`config.mk`:
```
export PLATFORM = sky130hd
export DESIGN_NAME = conv2_kernel_fetch
export DESIGN_NICKNAME = d
export VERILOG_FILES = /design/src/rtl/conv2_kernel_fetch.sv
export SDC_FILE = /design/constraint.sdc
export NUM_CORES = 1
export LEC_CHECK = 0
export ABC_CLOCK_PERIOD_IN_PS = 2900
export CELL_PAD_IN_SITES_DETAIL_PLACEMENT = 1
export CELL_PAD_IN_SITES_GLOBAL_PLACEMENT = 1
export CORE_UTILIZATION = 36
export DETAILED_ROUTE_END_ITERATION = 10
export HOLD_SLACK_MARGIN = 0.06
export PLACE_DENSITY = 0.79
export SETUP_SLACK_MARGIN = 0.4
export SYNTH_ARGS = -nofsm -noshare
export SYNTH_HDL_FRONTEND = slang
export SYNTH_SLANG_ARGS = --single-unit
```
`constraint.sdc`:
```
create_clock -name clock -period 2.9 [get_ports clock]
set_input_delay 0.435 -clock clock [delete_from_list [all_inputs] [get_ports clock]]
set_output_delay 0.435 -clock clock [all_outputs]
set_load 0.01 [all_outputs]
```
`src/rtl/conv2_kernel_fetch.sv`:
```
// conv2_kernel_fetch: streams weight pairs from the dual-port kernel ROM through a 2-entry skid FIFO
module conv2_kernel_fetch #(
  parameter int ADDR_W = 8,
  parameter int DATA_W = 16,
  parameter int LEN_W  = 9
) (
  input  logic              clock,
  input  logic              reset_n,
  input  logic              start,
  input  logic [ADDR_W-1:0] base_addr,
  input  logic [LEN_W-1:0]  length,
  output logic              busy,
  output logic              done,
  output logic [ADDR_W-1:0] rom_addr_a,
  output logic [ADDR_W-1:0] rom_addr_b,
  input  logic [DATA_W-1:0] rom_q_a,
  input  logic [DATA_W-1:0] rom_q_b,
  output logic              out_valid,
  input  logic              out_ready,
  output logic [DATA_W-1:0] out_w0,
  output logic [DATA_W-1:0] out_w1,
  output logic              out_w1_valid,
  output logic              out_last
);
  localparam int EW = 2*DATA_W + 2;
  typedef enum logic [1:0] {IDLE, FETCH, DRAIN} state_t;
  state_t state, state_nx;
  logic [ADDR_W-1:0] base_r, idx, addr_a;
  logic [LEN_W-1:0] len_r, npairs;
  logic tag_v, tag_w1v, tag_last;
  logic [EW-1:0] mem [2];
  logic [EW-1:0] head;
  logic wp, rp, push, pop, issue, is_last, w1v, accept;
  logic [1:0] cnt, credits;
  assign accept = state == IDLE && start && length != '0;
  assign npairs = (len_r + LEN_W'(1)) >> 1;
  assign is_last = LEN_W'(idx) == npairs - LEN_W'(1);
  assign w1v = LEN_W'({idx, 1'b1}) < len_r;
  assign credits = cnt + {1'b0, tag_v};
  assign head = mem[rp];
  assign out_valid = cnt != 2'd0;
  assign pop = out_valid & out_ready;
  assign push = tag_v;
  // a pop in the same cycle frees the credit this issue needs
  assign issue = state == FETCH && (credits < 2'd2 || pop);
  assign busy = state != IDLE;
  assign addr_a = base_r + {idx[ADDR_W-2:0], 1'b0};
  assign rom_addr_a = busy ? addr_a : '0;
  assign rom_addr_b = busy ? addr_a + ADDR_W'(1) : '0;
  assign out_w0 = out_valid ? head[DATA_W+2 +: DATA_W] : '0;
  assign out_w1 = out_valid ? head[2 +: DATA_W] : '0;
  assign out_w1_valid = out_valid & head[1];
  assign out_last = out_valid & head[0];
  always_ff @(posedge clock or negedge reset_n)
    if (!reset_n) state <= IDLE;
    else state <= state_nx;
  always_comb begin
    state_nx = state;
    case (state)
      IDLE:    state_nx = accept ? FETCH : IDLE;
      FETCH:   state_nx = issue && is_last ? DRAIN : FETCH;
      DRAIN:   state_nx = pop && head[0] ? IDLE : DRAIN;
      default: state_nx = IDLE;
    endcase
  end
  always_ff @(posedge clock or negedge reset_n) begin
    if (!reset_n) begin
      base_r <= '0;
      len_r <= '0;
      idx <= '0;
      tag_v <= 1'b0;
      tag_w1v <= 1'b0;
      tag_last <= 1'b0;
      wp <= 1'b0;
      rp <= 1'b0;
      cnt <= 2'd0;
      done <= 1'b0;
      mem[0] <= '0;
      mem[1] <= '0;
    end else begin
      done <= (state == IDLE && start && length == '0) || (pop && head[0]);
      if (accept) begin
        base_r <= base_addr;
        len_r <= length;
        idx <= '0;
      end else if (issue && !is_last) idx <= idx + ADDR_W'(1);
      tag_v <= issue;
      if (issue) begin
        tag_w1v <= w1v;
        tag_last <= is_last;
      end
      if (push) mem[wp] <= {rom_q_a, tag_w1v ? rom_q_b : '0, tag_w1v, tag_last};
      wp <= wp ^ push;
      rp <= rp ^ pop;
      cnt <= cnt + {1'b0, push} - {1'b0, pop};
    end
  end
endmodule

```
[Word level (Yosys, flattened, before mapping)]
Index checks and enable logic that the tools add are counted.
Word-level totals
  logic and storage cells: 69
  bits of input ports: 53
  output and inout port bits: 53
  register bits: 103
Cells by class
  add/sub/neg operators: 7
  reductions and logical operators: 17
  bitwise operators: 7
  mux-type cells: 17
  equal/unequal tests: 3
  order comparisons: 5
Operators by type and width (number)
  34-bit 2-to-1 mux: 4
  68-bit bitwise mux: 1
  16-bit 2-to-1 mux: 3
  34-bit demux with 1-bit select: 1
  8-bit 2-to-1 mux: 4
  8-bit by 1-bit adder with 8-bit output, second input constant: 2
  9-bit by 1-bit adder with 9-bit output, second input constant: 1
  8-bit by 9-bit == test with 1-bit output: 1
  9-bit logical NOT: 1
  9-bit less-than comparator: 1
  9-bit nonzero test: 1
  8-bit by 1-bit subtractor with 9-bit output, second input constant: 1
  8-bit adder: 1
  1-bit logical AND: 8
  2-bit case mux with 3 select lines: 1
  2-bit nonzero test: 3
  2-bit greater-or-equal comparator, second input constant: 2
  2-bit 2-to-1 mux: 2
  1-bit NOT with 2-bit output: 2
  1-bit AND: 3
  2-bit by 1-bit adder with 2-bit output: 1
  2-bit by 1-bit == test with 1-bit output, second input constant: 1
  2-bit == test, second input constant: 1
  2-bit logical NOT: 1
  other kinds (7): 9

[Longest topological paths before layout]
Gate-level depths: netlist (run 1).
  depth after elaboration: 7
  depth in mapped cells: 12
  mapped depth without buffers: 11

[Worst setup path before layout (run 1)]
Ideal clock, no wire load.
  kind: register -> register
  from: register len_r[1]
  to: register state[0]
  setup time: 0.120 ns
  buffers on the path: 1
  clock period less this slack: 2.847 ns
  cell stages (with the launch flop): 12
  data required time: 2.780 ns
  data arrival time: 2.727 ns
  path slack: 0.053 ns
  cells stage by stage: dfrtp_1 ha_1 clkbuf_1 inv_1 ha_1 xnor2_1 nor4_1 o32ai_1 a2111oi_4 o2111a_4 nand2_2 a31o_1
Between the ends
  longest elaborated chain between the ends: 6
Ends and longest elaborated chain
  from (decl): RTL line 29  | logic [LEN_W-1:0] len_r, npairs;
  from (signal assigned): RTL line 84  | len_r <= length;
  9-bit by 1-bit adder with 9-bit output: RTL line 36  | assign npairs = (len_r + LEN_W'(1)) >> 1;
  8-bit by 1-bit subtractor with 9-bit output: RTL line 37  | assign is_last = LEN_W'(idx) == npairs - LEN_W'(1);
  8-bit by 9-bit == test with 1-bit output: RTL line 37
  1-bit logical AND: RTL line 61  | FETCH: state_nx = issue && is_last ? DRAIN : FETCH;
  2-bit 2-to-1 mux: RTL line 61
  2-bit case mux with 3 select lines: RTL line 59  | case (state)
  net state_nx[0]: RTL line 27  | state_t state, state_nx;
  to (signal assigned): RTL line 56  | else state <= state_nx;
  to (decl): RTL line 27
The timed path passes the listed nets, and every way through them passes these cells.
A chain may end at the register's enable or synchronous reset.

[Worst setup path in the final report (run 1)]
  from: register idx[1]
  to: output rom_addr_b[6]
Between the ends
  longest elaborated chain between the ends: 3
Ends and longest elaborated chain
  from (decl): RTL line 28  | logic [ADDR_W-1:0] base_r, idx, addr_a;
  from (signal assigned): RTL line 86  | end else if (issue && !is_last) idx <= idx + ADDR_W'(1);
  8-bit adder: RTL line 47  | assign addr_a = base_r + {idx[ADDR_W-2:0], 1'b0};
  8-bit by 1-bit adder with 8-bit output: RTL line 49  | assign rom_addr_b = busy ? addr_a + ADDR_W'(1) : '0;
  8-bit 2-to-1 mux: RTL line 49
  to (decl): RTL line 15  | output logic [ADDR_W-1:0] rom_addr_b,
Every way passes these cells.

==> flow_summary.yaml, run 1 <==
final_layout:
  nets: 817
  design_area_um2: 8080
  syn_to_final_growth_pct: 42.2
  drive_gt1_share_pct: 27.2
  final_cells: 958
  n_antenna_cell: 0
  num-fill-cells: 1692
worst_setup_path:
  cp.required_ps: 2470
  path_class: "flip-flop to primary output"
  crit_path_max_fanout: 3
  r2r_end: "idx[0]"
  crit_start: "idx[1]"
  reg2reg_depth: 11
  startpoint_type: "flip-flop"
  r2r-start: "len_r[1]"
  reg2reg_slack_ps: 220
  arrival_ps: 2550
  critical_path.endpoint_type: "primary output"
global_route:
  grt_usage_pct: 21.6
  antenna_found_initial: 0
  grt_pass1_vias: 5407
  grt_overflow: 0
  grt_max_degree: 49
  grt_pass1_wl_mm: 27.6
yosys:
  avgSynthCellArea_um2: 9.60
  yosys.cell_count.top_type: "dfrtp_1"
  yosys.area.top_type: "dfrtp_1"
  netlist_top_cells_count: "dfrtp_1 (103), nor2_1 (58), nand2_1 (57)"
  synthFlopType: "dfrtp_1"
  synthesis.nets: 667
  netlist_area_um2: 5680
  synth_edf_count: 0
  ys_warn_count: 0
  synth_async_sr_flop_share_pct: 100
  synth-seq-cells: 103
  synth_cell_types: 52
  yosys-top-cells-area: "dfrtp_1 (45%), mux2_2 (7.1%), mux2i_1 (6.7%), ha_1 (4.6%), xnor2_1 (3.9%)"
  syn_inst: 592
  synth_top_cell_area_share_pct: 45.4
  yosysSeqAreaShare_pct: 45.4
sta:
  period_needed_ps: 2980
  relSlewSlack_pct: 21.5
  finalHoldViolCount: 0
  fin_tns_setup_ps: -207
  rsz0062_at_grt: "true"
  worst_slew_pin_slew_ps: 1180
  fmaxAchievable_mhz: 336
  setup_viol: 3
  layout_setup_ws_ps: -80.3
  hold_ws_ps: 97.1
  timing.final.crit_share_pct: 103
  finalMaxSlewViolations: 0
  skew_ps: 11.5
route:
  wirelength_mm: 17.0
  drc_errors: 0
  dr.pass1.iters: 4
  ant_nets: 0
  vias: 4928
  routed_via_density: 5.14
  wl_per_cell_um: 17.8
  drt_iter0_drc: 226
run_status:
  status: "complete, but fails checks"
  violations: "negative setup slack"
cts:
  cts_tree: "yes"
  ctsHoldBuffers: 0
  clk_pin_slew_ps: 80
  cts_buffers: 9
  clockBufferDepth: 2
  clock_latency_ps: 360
  clockRootBuffer: "clkbuf_16"
  h-tree-depth: 3
  cts.sinks: 103
die:
  row_count: 45
  start_util_pct: 37.1
  ios: 106
  die_x_um: 128
  dieArea_um2: 16300
  core_um2: 15300
  die_h_um: 128
power:
  power.leakage_nw: 3.63
  power.density_nw_per_um2: 1330
  vdd_drop_max_mv: 1.02
place:
  place_hpwl_mm: 11.4
  placed_cell_area_um2: 7120
  gp_congestion: 0.836
  port_buffers: 105
  dp.cells: 901
worst_hold_path:
  hold_class: "input pin to async pin"
job:
  drv_cap: 0
[sequential cells by signal, summed over array words and instances (netlist names)]
register / count
base_r: 8
cnt: 2
done: 1
idx: 8
len_r: 9
mem: 68
push: 1
rp: 1
state: 2
tag_last: 1
tag_w1v: 1
wp: 1
[critical path, cell delays in order (launching register included)]
cell and delay [ps]:
dfrtp_1 420, ha_1 290, a21o_1 180, a21oi_2 180, o21bai_1 90, a21oi_1 200, xor2_1 220, buf_4 170
buf_6 100, xnor2_1 110, nor2_1 70, buf_2 140
[what timing repair did]
action	in CTS	in global routing
gates resized for setup	92	31
pin swaps	38	32
setup buffers	17	23
cloned	1	0
endpoints found under the setup margin	42	30
[power by group]
group | internal [mW] | total (mW) | switching, mW
sequential | 2.10 | 2.66 | 0.557
clock | 0.706 | 1.28 | 0.578
combinational | 3.45 | 6.80 | 3.35
total | 6.26 | 10.7 | 4.49
[worst max-delay path by stage]
| stage | to | slack, ps | depth (start not counted) |
|---|---|---|---|
| 2_1_floorplan | rom_addr_b[7] | 400 | 8 |
| 3_3_place_gp | rom_addr_b[7] | -40 | 11 |
| 5_1_grt | rom_addr_b[7] | -200 | 12 |
| 4_1_cts | rom_addr_b[7] | -60 | 11 |
| 3_5_place_dp | rom_addr_b[7] | -140 | 11 |
| 6_report | rom_addr_b[6] | -80 | 11 |
[layout by cell type, fill, tap and decap left out, types with 36 or more instances in the layout]
master	instances
dfrtp_1	98
inv_1	46
nand2_1	55
clkdlybuf4s50_1	92
mux2_2	36
buf_4	54
nand3_1	39
mux2i_1	38
o21ai_0	40
nor2_1	52
[through the flow]
step                      total power [mW]  setup WS [ps]  utilization, %
after CTS                             10.2          -57.0            50.9
after detailed placement              8.38           -142            46.5
after global placement                8.12          -36.6            46.5
after global routing                  11.5           -205            52.8
after floorplan                       5.98            404               -
final                                 10.7          -80.3            52.8
[cell families after synthesis]
| kind of cell | Yosys count | synth area share [%] |
|---|---|---|
| AOI/OAI and AO/OA | 85 | 9.91 |
| DFF | 103 | 45.4 |
| and+or+nand+nor | 194 | 15.5 |
| buffers and inverters | 82 | 5.53 |
| xor gates and xnor gates | 32 | 4.93 |
| adders and majority gates | 22 | 4.98 |
| muxes | 74 | 13.8 |
[area by class of cell]
type                       count  area, µm²  area share (%)
multi-input combinational    408       3190            39.5
timing repair buffer         170       1530            18.9
clock inverter                 6       73.8           0.914
clock buffer                  10        239            2.96
sequential                   103       2590            32.0
inverter                      50        191            2.37
tap                          211        264            3.27
[metal layers]
| metal | routed length, µm | share of wire [%] | up-vias | GRT usage, % |
|---|---|---|---|---|
| li1 | - | - | 2302 | - |
| met1 | 7460 | 44 | 2508 | 26.4 |
| met2 | 8810 | 52 | 103 | 39.0 |
| met3 | 612 | 3.6 | 15 | 4.52 |
| met4 | 167 | 0.98 | 0 | 4.91 |
| met5 | 0 | 0 | - | 0 |
(Power assumes the default switching activity.)
==> inputs of run 2 (changes only) <==
--- a/config.mk
+++ b/config.mk
@@ -9,7 +9,9 @@
 export CELL_PAD_IN_SITES_DETAIL_PLACEMENT = 1
 export CELL_PAD_IN_SITES_GLOBAL_PLACEMENT = 1
 export CORE_UTILIZATION = 36
+export CTS_BUF_LIST = sky130_fd_sc_hd__clkbuf_16
 export DETAILED_ROUTE_END_ITERATION = 10
+export GPL_TIMING_DRIVEN = 1
 export HOLD_SLACK_MARGIN = 0.06
 export PLACE_DENSITY = 0.79
 export SETUP_SLACK_MARGIN = 0.4
==> flow_summary.yaml, run 2 (same netlist as run 1, synthesis figures left out) <==
run_status:
  status: "complete, but fails checks"
  violations: "negative setup slack"
final_layout:
  largest_register: "mem"
  regArea_um2: 2590
  final_core_util_pct: 52.7
  drive_gt1_share_pct: 27.0
  final_common_cell: "dfrtp_1"
  nets: 817
  final_cells: 958
  syn_to_final_growth_pct: 42.0
  num-fill-cells: 1694
  multi_input_area_um2: 3190
  n_antenna_cell: 0
  layout_common_cells: "dfrtp_1 (98), clkdlybuf4s50_1 (92), nand2_1 (55)"
  design_area_um2: 8070
  largest_reg_flops: 68
  reg_top3: "mem: 68 flops, len_r: 9 flops"
power:
  power.density_nw_per_um2: 1330
  vdd_drop_max_mv: 1.02
  power.leakage_nw: 3.63
  power_mw: 10.7
place:
  gp_congestion: 0.836
  place_ws_ps: -142
  port_buffers: 105
  dp.cells: 901
  placed_cell_area_um2: 7120
  place_hpwl_mm: 11.4
global_route:
  busiest_layer: "met2"
  grt_overflow: 0
  grt_pass1_wl_mm: 27.6
  use_met3_pct: 4.52
  use_met2_pct: 39.0
  grt_max_degree: 49
  grt_pass1_vias: 5410
  antenna_found_initial: 0
  use_met1_pct: 26.5
  grt_usage_pct: 21.6
worst_setup_path:
  crit_path_max_fanout: 3
  cp_slowest_cell: "dfrtp_1"
  path_class: "flip-flop to primary output"
  critical_path.max_stage_delay_ps: 420
  crit_buf_inv: 3
  cp.required_ps: 2470
  cpLargestDelayFamily: "compound AO/OA/AOI/OAI gates"
  cp_cell_sequence: "ha_1 > a21o_1 > a21oi_2 > o21bai_1 > a21oi_1 > xor2_1 > buf_4 > buf_6 > xnor2_1 > nor2_1 > buf_2"
  arrival_ps: 2550
  startpoint_type: "flip-flop"
  critical_path.endpoint_type: "primary output"
die:
  start_util_pct: 37.1
  die_x_um: 128
  dieArea_um2: 16300
  die_h_um: 128
  ios: 106
  row_count: 45
  core_um2: 15300
cts:
  clock_latency_ps: 350
  ctsHoldBuffers: 0
  cts_buffers: 9
  clockRootBuffer: "clkbuf_16"
  clk_pin_slew_ps: 80
  clockBufferDepth: 2
  cts.sinks: 103
  cts_tree: "yes"
  h-tree-depth: 3
sta:
  finalMaxSlewViolations: 0
  finalHoldViolCount: 0
  hold_ws_ps: 94.3
  worst_slew_pin_slew_ps: 1170
  skew_ps: 9.81
  rsz0062_at_grt: "true"
  timing.final.crit_share_pct: 103
  layout_setup_ws_ps: -80.2
  setup_viol: 3
  relSlewSlack_pct: 21.9
  fmaxAchievable_mhz: 336
  period_needed_ps: 2980
  fin_tns_setup_ps: -207
route:
  dr.pass1.iters: 4
  wl_per_cell_um: 17.8
  ant_nets: 0
  drt_iter0_drc: 212
  drc_errors: 0
  routed_via_density: 5.14
  vias: 4927
  wirelength_mm: 17.0
worst_hold_path:
  hold_class: "input pin to async pin"
job:
  drv_cap: 0
-- run 2: cell types whose count changed in the layout (fill, tap and decap cells not counted), sizes merged --
cell,change
clkbuf,-1
clkinv,+1
-- run 2: worst paths after layout --
| kind | start | endpoint | slack (ps) | cells after the start |
|---|---|---|---|---|
| setup reg to reg | len_r[1] | idx[0] | 220 | 11 |
| setup / recovery | idx[1] | rom_addr_b[6] | -80 | 11 |
| hold reg to reg | mem[27] | mem[27] | 510 | 1 |
| max in group asynchronous | reset_n | len_r[0] | 2070 | 2 |
| min in group clock | mem[27] | mem[27] | 510 | 1 |
| hold / removal | reset_n | mem[65] | 90 | 1 |
-- run 2: power by group --
part | internal, mW | switching, mW | total (mW)
Combinational | 3.45 | 3.35 | 6.80
Clock | 0.679 | 0.577 | 1.26
Sequential | 2.10 | 0.557 | 2.66
Total | 6.23 | 4.48 | 10.7
-- run 2: layer usage --
metal / share of wire, % / vias to the layer above
li1: - / 2302
met1: 43 / 2500
met2: 52 / 109
met3: 3.8 / 16
met4: 1.1 / 0
met5: 0 / -
-- run 2: final cells by class --
cell class	instances	area share, %
clock buffer	9	2.79
clock inverter	7	0.961
inverter	50	2.37
multi-input combinational	408	39.6
sequential	103	32.1
tap	211	3.27
timing repair buffer	170	19.0
-- run 2: what timing repair did --
action,4_1_cts,5_1_grt
endpoints found under the setup margin,42,30
setup buffers,17,23
gates cloned,1,0
resized for setup,92,31
pin swaps,38,32
